### config.mk
export PLATFORM = sky130hd
export DESIGN_NAME = regfile_writeback_unit
export DESIGN_NICKNAME = d
export VERILOG_FILES = /design/src/rtl/regfile_writeback_unit_pkg.sv /design/src/rtl/regfile_writeback_unit_wb_fwd_lookup.sv /design/src/rtl/regfile_writeback_unit.sv
export SDC_FILE = /design/constraint.sdc
export NUM_CORES = 1
export LEC_CHECK = 0
export BUFFER_PORTS_ARGS = -buffer_cell sky130_fd_sc_hd__buf_4
export CAP_MARGIN = 15
export CORE_MARGIN = 5
export CORE_UTILIZATION = 47
export DETAILED_ROUTE_END_ITERATION = 12
export PLACE_DENSITY_LB_ADDON = 0.3
export SLEW_MARGIN = 20
export SYNTH_ARGS = -nofsm -noshare
export SYNTH_HDL_FRONTEND = slang
export SYNTH_SLANG_ARGS = --single-unit
### constraint.sdc
create_clock -name clk_in -period 2.8 [get_ports clk_in]
set_input_delay 0.28 -clock clk_in [delete_from_list [all_inputs] [get_ports clk_in]]
set_output_delay 0.28 -clock clk_in [all_outputs]
set_load 0.02 [all_outputs]
### src/rtl/regfile_writeback_unit_pkg.sv
// Shared types for the writeback buffer: register id / data widths and the buffered entry.
package regfile_writeback_unit_pkg;

    localparam int REG_ID_W = 5;
    localparam int XLEN     = 32;

    typedef struct packed {
        logic [REG_ID_W-1:0] rd;
        logic [XLEN-1:0]     val;
    } wb_entry_t;

endpackage

### src/rtl/regfile_writeback_unit_wb_fwd_lookup.sv
// Combinational youngest-match search over the live window head..head+count-1 of the buffer.
module wb_fwd_lookup
    import regfile_writeback_unit_pkg::*;
#(
    parameter int DEPTH = 4,
    parameter int PTR_W = 2
) (
    input  wb_entry_t [DEPTH-1:0] i_entries,
    input  logic [PTR_W-1:0]      i_head,
    input  logic [PTR_W:0]        i_count,
    input  logic [REG_ID_W-1:0]   i_rs_id,
    output logic                  o_hit,
    output logic [XLEN-1:0]       o_val
);

    logic [PTR_W-1:0] w_idx;

    // Walk oldest to youngest so the last match left standing is the youngest.
    always_comb begin
        o_hit = 1'b0;
        o_val = '0;
        w_idx = '0;
        for (int i = 0; i < DEPTH; i++) begin
            w_idx = i_head + PTR_W'(i);
            if ((i_rs_id != '0) && ((PTR_W+1)'(i) < i_count) &&
                (i_entries[w_idx].rd == i_rs_id)) begin
                o_hit = 1'b1;
                o_val = i_entries[w_idx].val;
            end
        end
    end

endmodule

### src/rtl/regfile_writeback_unit.sv
// Merges ALU/LSU writebacks into an in-order FIFO that drives the register file write port,
// and forwards the youngest pending value for the two decode read ids.
module regfile_writeback_unit
    import regfile_writeback_unit_pkg::*;
#(
    parameter int DEPTH = 4,
    parameter int PTR_W = 2
) (
    input  logic                clk_in,
    input  logic                rst_n_in,
    input  logic                rdy_in,
    input  logic                flush_pipline,
    input  logic                wb0_valid,
    output logic                wb0_ready,
    input  logic [REG_ID_W-1:0] wb0_rd,
    input  logic [XLEN-1:0]     wb0_val,
    input  logic                wb1_valid,
    output logic                wb1_ready,
    input  logic [REG_ID_W-1:0] wb1_rd,
    input  logic [XLEN-1:0]     wb1_val,
    output logic                is_writing_rd,
    output logic [REG_ID_W-1:0] rd_reg_id,
    output logic [XLEN-1:0]     rd_val,
    input  logic [REG_ID_W-1:0] rs1_reg_id,
    output logic                rs1_fwd_hit,
    output logic [XLEN-1:0]     rs1_fwd_val,
    input  logic [REG_ID_W-1:0] rs2_reg_id,
    output logic                rs2_fwd_hit,
    output logic [XLEN-1:0]     rs2_fwd_val,
    output logic [PTR_W:0]      occupancy
);

    wb_entry_t [DEPTH-1:0] r_entries;
    logic [PTR_W-1:0]      r_head;
    logic [PTR_W-1:0]      r_tail;
    logic [PTR_W:0]        r_count;

    logic           w_active;
    logic [PTR_W:0] w_free;
    logic           w_wb0_zero;
    logic           w_wb1_zero;
    logic           w_wb0_push;
    logic           w_wb1_push;
    logic           w_pop;
    logic           w_not_empty;

    // Readies are gated by rst_n_in so they read 0 for the whole reset window.
    assign w_active    = rst_n_in && rdy_in && !flush_pipline;
    assign w_not_empty = (r_count != '0);
    assign w_free      = (PTR_W+1)'(DEPTH) - r_count;
    assign w_wb0_zero  = (wb0_rd == '0);
    assign w_wb1_zero  = (wb1_rd == '0);

    assign wb0_ready  = w_active && ((w_free != '0) || w_wb0_zero);
    assign w_wb0_push = wb0_valid && wb0_ready && !w_wb0_zero;

    // Free slots are counted at cycle start; a same-cycle pop is never credited.
    assign wb1_ready  = w_active && ((w_free >= (PTR_W+1)'(2)) ||
                                     ((w_free != '0) && !w_wb0_push) ||
                                     w_wb1_zero);
    assign w_wb1_push = wb1_valid && wb1_ready && !w_wb1_zero;

    assign w_pop = w_active && w_not_empty;

    always_ff @(posedge clk_in or negedge rst_n_in) begin
        if (!rst_n_in) begin
            r_entries <= '0;
            r_head    <= '0;
            r_tail    <= '0;
            r_count   <= '0;
        end else if (rdy_in && flush_pipline) begin
            r_head  <= '0;
            r_tail  <= '0;
            r_count <= '0;
        end else if (w_active) begin
            if (w_wb0_push) begin
                r_entries[r_tail] <= '{rd: wb0_rd, val: wb0_val};
            end
            // wb1 lands behind wb0 when both are accepted, keeping wb0 the older entry.
            if (w_wb1_push) begin
                r_entries[r_tail + PTR_W'(w_wb0_push)] <= '{rd: wb1_rd, val: wb1_val};
            end
            r_tail  <= r_tail + PTR_W'(w_wb0_push) + PTR_W'(w_wb1_push);
            r_head  <= r_head + PTR_W'(w_pop);
            r_count <= r_count + (PTR_W+1)'(w_wb0_push) + (PTR_W+1)'(w_wb1_push)
                       - (PTR_W+1)'(w_pop);
        end
    end

    assign is_writing_rd = w_pop;
    assign rd_reg_id     = w_not_empty ? r_entries[r_head].rd  : '0;
    assign rd_val        = w_not_empty ? r_entries[r_head].val : '0;
    assign occupancy     = r_count;

    wb_fwd_lookup #(.DEPTH(DEPTH), .PTR_W(PTR_W)) u_fwd_rs1 (
        .i_entries (r_entries),
        .i_head    (r_head),
        .i_count   (r_count),
        .i_rs_id   (rs1_reg_id),
        .o_hit     (rs1_fwd_hit),
        .o_val     (rs1_fwd_val)
    );

    wb_fwd_lookup #(.DEPTH(DEPTH), .PTR_W(PTR_W)) u_fwd_rs2 (
        .i_entries (r_entries),
        .i_head    (r_head),
        .i_count   (r_count),
        .i_rs_id   (rs2_reg_id),
        .o_hit     (rs2_fwd_hit),
        .o_val     (rs2_fwd_val)
    );

endmodule

==> results of run 1 <==
[timing repair]
action                     in CTS  in global routing
setup buffers                  22                 23
gates resized for setup       107                106
setup endpoints to repair     102                142
pin swaps                      16                 11
hold endpoints to repair        0                  0
cloned                          9                  7
[final cells by class]
cell class | instances | area [sq um]
clock inverters | 12 | 141
clock buffers | 20 | 447
inverters | 42 | 163
repair buffers | 502 | 4850
multi-input cells | 1493 | 10100
diodes | 2 | 5.00
well taps | 390 | 488
fillers | 2338 | 9590
flip-flops and latches | 155 | 3890
[final timing paths]
path                       slack (ps)             end  depth (start not counted)
min in group clk_in                70   r_entries[42]                          3
max in group asynchronous        2070  r_entries[134]                          2
hold reg to reg                   590  r_entries[141]                          2
setup / recovery                 -920  rs1_fwd_val[2]                         10
setup reg to reg                   40    occupancy[1]                         15
hold / removal                    -10   r_entries[78]                          2
[sequential cells by signal, summed over array words and instances (netlist names)]
register / count
r_entries: 148
r_head: 2
occupancy: 3
r_tail: 2
[through the flow]
step           setup TNS [ps]  power [mW]
5_1_grt                -60410        11.6
2_1_floorplan           -29.2        5.86
6_report               -53640        11.1
3_3_place_gp           -18030        7.93
4_1_cts                -47670        10.7
3_5_place_dp           -23570        8.08
[worst max-delay path, delay by kind of cell (launching register included)]
kind / cells / cell delay (ps)
mux: 1 / 510
simple gates: 1 / 380
compound gates: 5 / 1030
buf+inv: 3 / 560
flops: 1 / 500
[per-layer routing]
metal  track usage [%]  routed length (um)  part of all wire [%]
met5                 0                   0                     0
met4              14.8                2980                   5.1
met3              7.14                6350                    11
met2              50.1               26300                    45
met1              40.7               22500                    39
[power by group]
| group | switching [mW] | internal (mW) | leakage (nW) |
|---|---|---|---|
| logic | 2.84 | 2.53 | 6.18 |
| registers | 0.524 | 2.79 | 2.07 |
| clock network | 1.06 | 1.35 | 0.269 |
| total | 4.42 | 6.67 | 8.52 |
[cells by family (layout without fill, tap and decap cells)]
kind of cell	Yosys count	after routing	synth area share [%]
fa+ha+maj	12	12	1.12
other cells	0	2	0
compound gates	613	613	30.0
simple gates	665	666	19.2
flops	155	155	27.5
mux	163	163	13.0
buf+inv	215	576	6.73
xor+xnor	39	39	2.42
[cell usage after synthesis, drive strengths merged, types with 2 or more instances]
master	n	area share, %
nor2	326	8.7
a21oi	283	10
nand2	255	6.8
dfrtp	155	28
o21ai	141	5.0
clkbuf	107	2.9
a211oi	96	7.2
mux2i	88	6.4
mux2	67	5.3
buf	66	2.7
inv	42	1.1
o22ai	40	3.1
nor2b	38	1.7
a221oi	33	3.4
xnor2	29	1.8
ha	11	0.98
nor3	11	0.47
xor2	10	0.62
o2bb2ai	9	0.56
mux4	8	1.3
or3	7	0.31
nand3	6	0.21
nor4	6	0.35
and2	5	0.22
a22o	2	0.12
and3	2	0.089
nand2b	2	0.089
nand4	2	0.089
o211ai	2	0.20
o21a	2	0.11
or2	2	0.089
==> results by group, run 1 <==
Min path
  – Min-delay worst type: primary input to async pin

Yosys
  – Post-synthesis sequential element count: around 160
  – Most instantiated flip-flop cell in the synthesis netlist: dfrtp_1
  – Share of flip-flops with an asynchronous set or reset after synthesis: 100%
  – Number of distinct library cells after synthesis: 55
  – Mean area per synthesized cell: 7.57 sq um
  – Portion of the post-synthesis area used by sequential elements: 27.5%
  – Count of warnings emitted by yosys: 0
  – Net count after synthesis: between 1,500 and 2,000
  – Synth Instances: 1,862
  – Mapped cell area: between 0.01 and 0.015 sq mm
  – Post-synth EDFFs: 0

Placement
  – Gp weighted congestion: between 0.9 and 1
  – Placed Cells: approximately 2,500
  – Instance area after placement: between 0.015 and 0.02 sq mm
  – Detailed placer's ending HPWL: approximately 35 mm
  – Placement-stage worst setup slack: -415 ps
  – Count of port buffers added during placement: ~200

Cells and area
  – Leading cell type in the layout, fill and taps excluded: buf_4
  – Layout Cells excl Fill: around 2,600
  – Finished Core Util: between 60% and 70%
  – Layout Area Growth over Synthesis: 42.1%
  – Design Area, Final: about 0.020 sq mm
  – Leading cell types in the layout, fill and taps excluded: 388 x buf_4, 320 x nor2_1, 281 x a21oi_1
  – Layout cell share with drive strength beyond 1: ~38%
  – Fin nets: between 2,000 and 2,500

STA
  – Unrepaired setup endpoints after global routing: true
  – Final period util: 133%
  – Number of pins with negative max-slew slack in the final report: 0
  – Number of failing setup endpoints in the final timing report: 85
  – Hold Vio Cnt, Final: 2
  – Fmax achieved: between 200 and 300 MHz
  – Setup ws final: -919 ps
  – Clk_skew: 7.91 ps
  – Min Clock Period, post-route: around 3700 ps
  – Post-Route Hold Slack: -11.9 ps
  – Slew headroom: a little over a third
  – Worst slew pin tran: ~960 ps

Setup path
  – Type of destination of the critical path: output pin
  – Cell breakdown of the critical path: buf_12 > mux4_2 > or3_1 > a21oi_2 > o211ai_4 > buf_6 > a211oi_2 > a211oi_2 > o22ai_2 > buf_6
  – Required time of the worst setup path: 2520 ps
  – Critical path's largest stage delay: roughly 510 ps
  – Endpoint arrival time on the critical path: approximately 3400 ps
  – Crit Path Category: register to output pin
  – Slowest cell on the critical path: mux4_2
  – Worst setup path startpoint: r_head[0]
  – Startpoint of the most critical register-to-register path: occupancy[0]
  – Biggest fanout along the worst timing path: 12
  – Critical path launch point type: register

Status
  – Result of the run: complete, but fails checks
  – Violated checks: hold timing, setup timing

Clock tree
  – Post-CTS clock slew at the launch and capture registers of the worst setup and hold paths: ~60 ps
  – CTS root buf: clkbuf_16
  – Number of buffers inserted during clock tree synthesis: 17
  – Clock Sinks: approximately 160
  – TritonCTS clock tree: yes
  – CTS HTree Levels: 4
  – Max clock buf depth: 2
  – Worst-Skew Late Latency: ~440 ps
  – Number of hold buffers added after CTS: 0

Global route
  – Remaining global-route overflow: 0
  – Gr usage total: a little under a third
  – Largest net degree at the start of global routing: ~160
  – Number of antenna violations at the first check in global routing: 2
  – Number of global-route vias before repair: between 15,000 and 20,000
  – Wire length of the first global-routing pass: approximately 85 mm

Floorplan
  – Row count: 63
  – Vertical die dimension: between 150 and 200 um
  – Core box area: around 0.03 sq mm
  – Starting density of the core: between 40% and 50%
  – Die footprint: 0.0336 sq mm
  – Horizontal die dimension: approximately 180 um
  – I/O pin cnt: 199

Detailed routing
  – Remaining antenna violation count: 0
  – Vias: approximately 16,000
  – Length of the first detailed-routing pass in iterations: 6
  – Wire length per cell: roughly 22 um
  – DR DRC count: 0
  – Detailed Route WL: around 58 mm
  – Number of DRC violations after detailed-routing iteration 0: 2,240
  – Via/cell ratio: 6.23

Job
  – Maxcap violations: 0

Power
  – Worst vdd ir: between 400 and 500 uV
  – Power per standard cell area: roughly 550 mW/mm^2
  – Lkg Pwr: between 8 and 9 nW
Note: power is estimated with default switching activity, not from simulation.
==> inputs of run 2 (changes only) <==
--- a/config.mk
+++ b/config.mk
@@ -11,6 +11,7 @@
 export CORE_UTILIZATION = 47
 export DETAILED_ROUTE_END_ITERATION = 12
 export PLACE_DENSITY_LB_ADDON = 0.3
+export SETUP_SLACK_MARGIN = 0.15
 export SLEW_MARGIN = 20
 export SYNTH_ARGS = -nofsm -noshare
 export SYNTH_HDL_FRONTEND = slang
==> run 2 against run 1 <==
  * Routed wire length decreased by 6.9%
  * The flow finishes with violations (setup timing)
  * Largest cell class unchanged
  * Clock power about the same
  * First-iteration DRC count decreased by 30%
  * Highest routed layer unchanged
  * Largest power group unchanged
  * Total power decreased by 2.4%
  * Register-to-register slack about the same
==> results by group, run 2 (same netlist as run 1, synthesis figures left out) <==
Power
  – Relative contribution of combinational cells to total power: 47.5% (-0.9 points)
  – Total internal power: 6.45 mW (-3.3%)
  – Power share of the clock group: 22.0% (+0.3 points)
  – Switching part of the total: 40.4% (+0.55 points)
  – Lkg Pwr: 8.38 nW (-1.6%)
  – P_sw: 4.38 mW (-1.0%)
  – Power per standard cell area: 549 mW/mm^2 (-0.72%)
  – Worst vdd ir: 340 uV (-15%)
  – Seq pwr share: 30.5% (+0.6 points)

Cells and area
  – Largest register FFs: 148 (unchanged)
  – Leading cell type in the layout, fill and taps excluded: buf_4
  – Fin nets: 2,277 (-1.6%)
  – Layout cell share with drive strength beyond 1: 36.8% (-0.98 points)
  – Leading cell types in the layout, fill and taps excluded: 364 x buf_4, 321 x nor2_1, 281 x a21oi_1
  – Register containing the most flip-flops in the final layout: r_entries
  – Layout Area Growth over Synthesis: 39.8%
  – Antenna cell count: 0 (-2)

STA
  – Worst slew pin tran: 956 ps (-9.25 ps)
  – Slew headroom: 36.3% (+0.62 points)
  – Fmax achieved: 282 MHz (+5.0%)
  – Unrepaired setup endpoints after global routing: true
  – Setup ws final: -743 ps (+176 ps)
  – Number of pins with negative max-slew slack in the final report: 0 (unchanged)
  – Hold Vio Cnt, Final: 0 (-2)
  – Min Clock Period, post-route: 3540 ps (-176 ps)
  – Setup tns final: -45,380 ps (+8260 ps)
  – Number of failing setup endpoints in the final timing report: 85 (unchanged)
  – Clk_skew: 8.28 ps (+0.362 ps)
  – Final period util: 127% (-6.3 points)

Global route
  – Number of global-route vias before repair: 15,368 (-2.8%)
  – Remaining global-route overflow: 0 (unchanged)
  – Gr usage total: 30.7% (-0.74 points)
  – Wire length of the first global-routing pass: 83.3 mm (-1.9%)
  – Largest net degree at the start of global routing: 164 (unchanged)
  – Number of antenna violations at the first check in global routing: 0 (-2)

Clock tree
  – Max clock buf depth: 2 (unchanged)
  – Worst-Skew Late Latency: 430 ps (about the same)
  – Clock Sinks: 155 (unchanged)
  – Number of buffers inserted during clock tree synthesis: 17 (unchanged)
  – TritonCTS clock tree: yes
  – Post-CTS clock slew at the launch and capture registers of the worst setup and hold paths: 70 ps (about the same)
  – Number of hold buffers added after CTS: 0 (unchanged)
  – CTS HTree Levels: 4 (unchanged)
  – CTS root buf: clkbuf_16

Setup path
  – Required time of the worst setup path: 2520 ps (about the same)
  – Biggest fanout along the worst timing path: 8 (-4)
  – Critical path depth in cells: 14 (+4)
  – Critical path's largest stage delay: 520 ps (about the same)
  – Critical path buffers and inverters: 7 (+4)
  – Critical path launch point type: register
  – Type of destination of the critical path: output pin
  – Slowest cell on the critical path: dfrtp_4
  – Cell family with the largest share of critical-path delay: buffers and inverters
  – Crit Path Category: register to output pin
  – Library cell appearing most often on the critical path: buf_12
  – Cell breakdown of the critical path: buf_12 > mux2i_4 > xnor2_1 > nor4_2 > buf_4 > mux2i_2 > buf_4 > o21ai_4 > buf_12 > buf_12 > buf_12 > a221oi_2 > a211oi_2 > buf_4
  – Endpoint arrival time on the critical path: 3260 ps (-180 ps)
  – Logic depth of the worst register-to-register path: 15 (unchanged)

Detailed routing
  – Via/cell ratio: 6.03 (-3.2%)
  – Wire length per cell: 21.0 um (-5.5%)
  – Detailed Route WL: 54.1 mm (-6.9%)
  – Remaining antenna violation count: 0 (unchanged)
  – Vias: 15,558 (-4.6%)
  – DR DRC count: 0 (unchanged)
  – Length of the first detailed-routing pass in iterations: 6 (unchanged)
  – Number of DRC violations after detailed-routing iteration 0: 1,576 (-30%)

Floorplan
  – Horizontal die dimension: 183 um (unchanged)
  – I/O pin cnt: 199 (unchanged)
  – Die footprint: 0.0336 sq mm (unchanged)
  – Vertical die dimension: 183 um (unchanged)
  – Row count: 63 (unchanged)
  – Starting density of the core: 47.6% (unchanged)
  – Core box area: 0.0296 sq mm (unchanged)

Status
  – Result of the run: complete, but fails checks
  – Violated checks: setup timing

Placement
  – Detailed placer's ending HPWL: 35.6 mm (+1.9%)
  – Placement-stage worst setup slack: -406 ps (+8.55 ps)
  – Count of port buffers added during placement: 198 (unchanged)
  – Gp weighted congestion: 0.931 (+2.1%)

Min path
  – Min-delay worst type: primary input to async pin

Job
  – Maxcap violations: 0 (unchanged)
==> run 2: changes by cell type in the layout (fill, tap and decap cells not counted), moves of 5 or more <==
cell      before  now
o22ai_2       33   28
o21ai_2        9    0
buf_12        38   43
a221oi_2      28   23
a221oi_4       3    8
nand2_2        4    9
o21ai_0      122  131
nand2_1      251  246
buf_6         52   41
buf_4        388  364
buf_16        10    5
==> run 2: final cells by class <==
cell class                 instances  area (sq um)
timing repair buffer             467          4490
clock buffer                      17           425
clock inverter                    15           154
inverter                          42           165
sequential                       155          3890
tap                              390           488
fill                            2377          9920
multi-input combinational       1492         10100
==> run 2: path summary, 6_finish.rpt <==
check	slack, ps	to	startpoint
setup / recovery	-740	rs2_fwd_val[13]	r_head[0]
hold / removal	20	r_entries[41]	rst_n_in
setup reg to reg	50	occupancy[1]	occupancy[0]
hold reg to reg	590	r_entries[65]	r_entries[65]
max in group asynchronous	2050	r_head[0]	rst_n_in
min in group clk_in	80	r_entries[43]	wb1_val[6]
==> run 2: metal layers <==
| metal | vias up | track usage, % | wire, um |
|---|---|---|---|
| li1 | 7152 | - | - |
| met3 | 130 | 6.23 | 4430 |
| met2 | 796 | 50.3 | 25600 |
| met4 | 0 | 12.0 | 1770 |
| met5 | - | 0 | 0 |
| met1 | 7480 | 40.1 | 22300 |
==> run 2: metrics by stage <==
stage          power, mW  cell area (sq um)  std cells  hold slack (ps)  util [%]
5_1_grt             11.4              19700       2578             80.7      66.5
4_1_cts             10.6              19200       2562             65.9      64.8
3_5_place_dp        8.06              17800       2507              518      60.0
2_1_floorplan       5.91              14400       1862            -15.6         -
3_3_place_gp        7.90              17800       2507              512      60.0
6_report            10.8              19700       2578             20.1      66.5
==> run 2: timing repair <==
item	4_1_cts	5_1_grt
pin swaps	15	25
setup endpoints to repair	169	140
cloned	5	5
gates resized for setup	107	58
setup buffers	18	11
==> run 2: power by group through the flow <==
stage	combinational, mW	clock, mW	sequential, mW
final	5.14	2.38	3.31
after global placement	4.63	0	3.27
after floorplan	2.76	0	3.14
after global routing	5.56	2.49	3.36
after CTS	4.95	2.39	3.27
after detailed placement	4.76	0	3.30
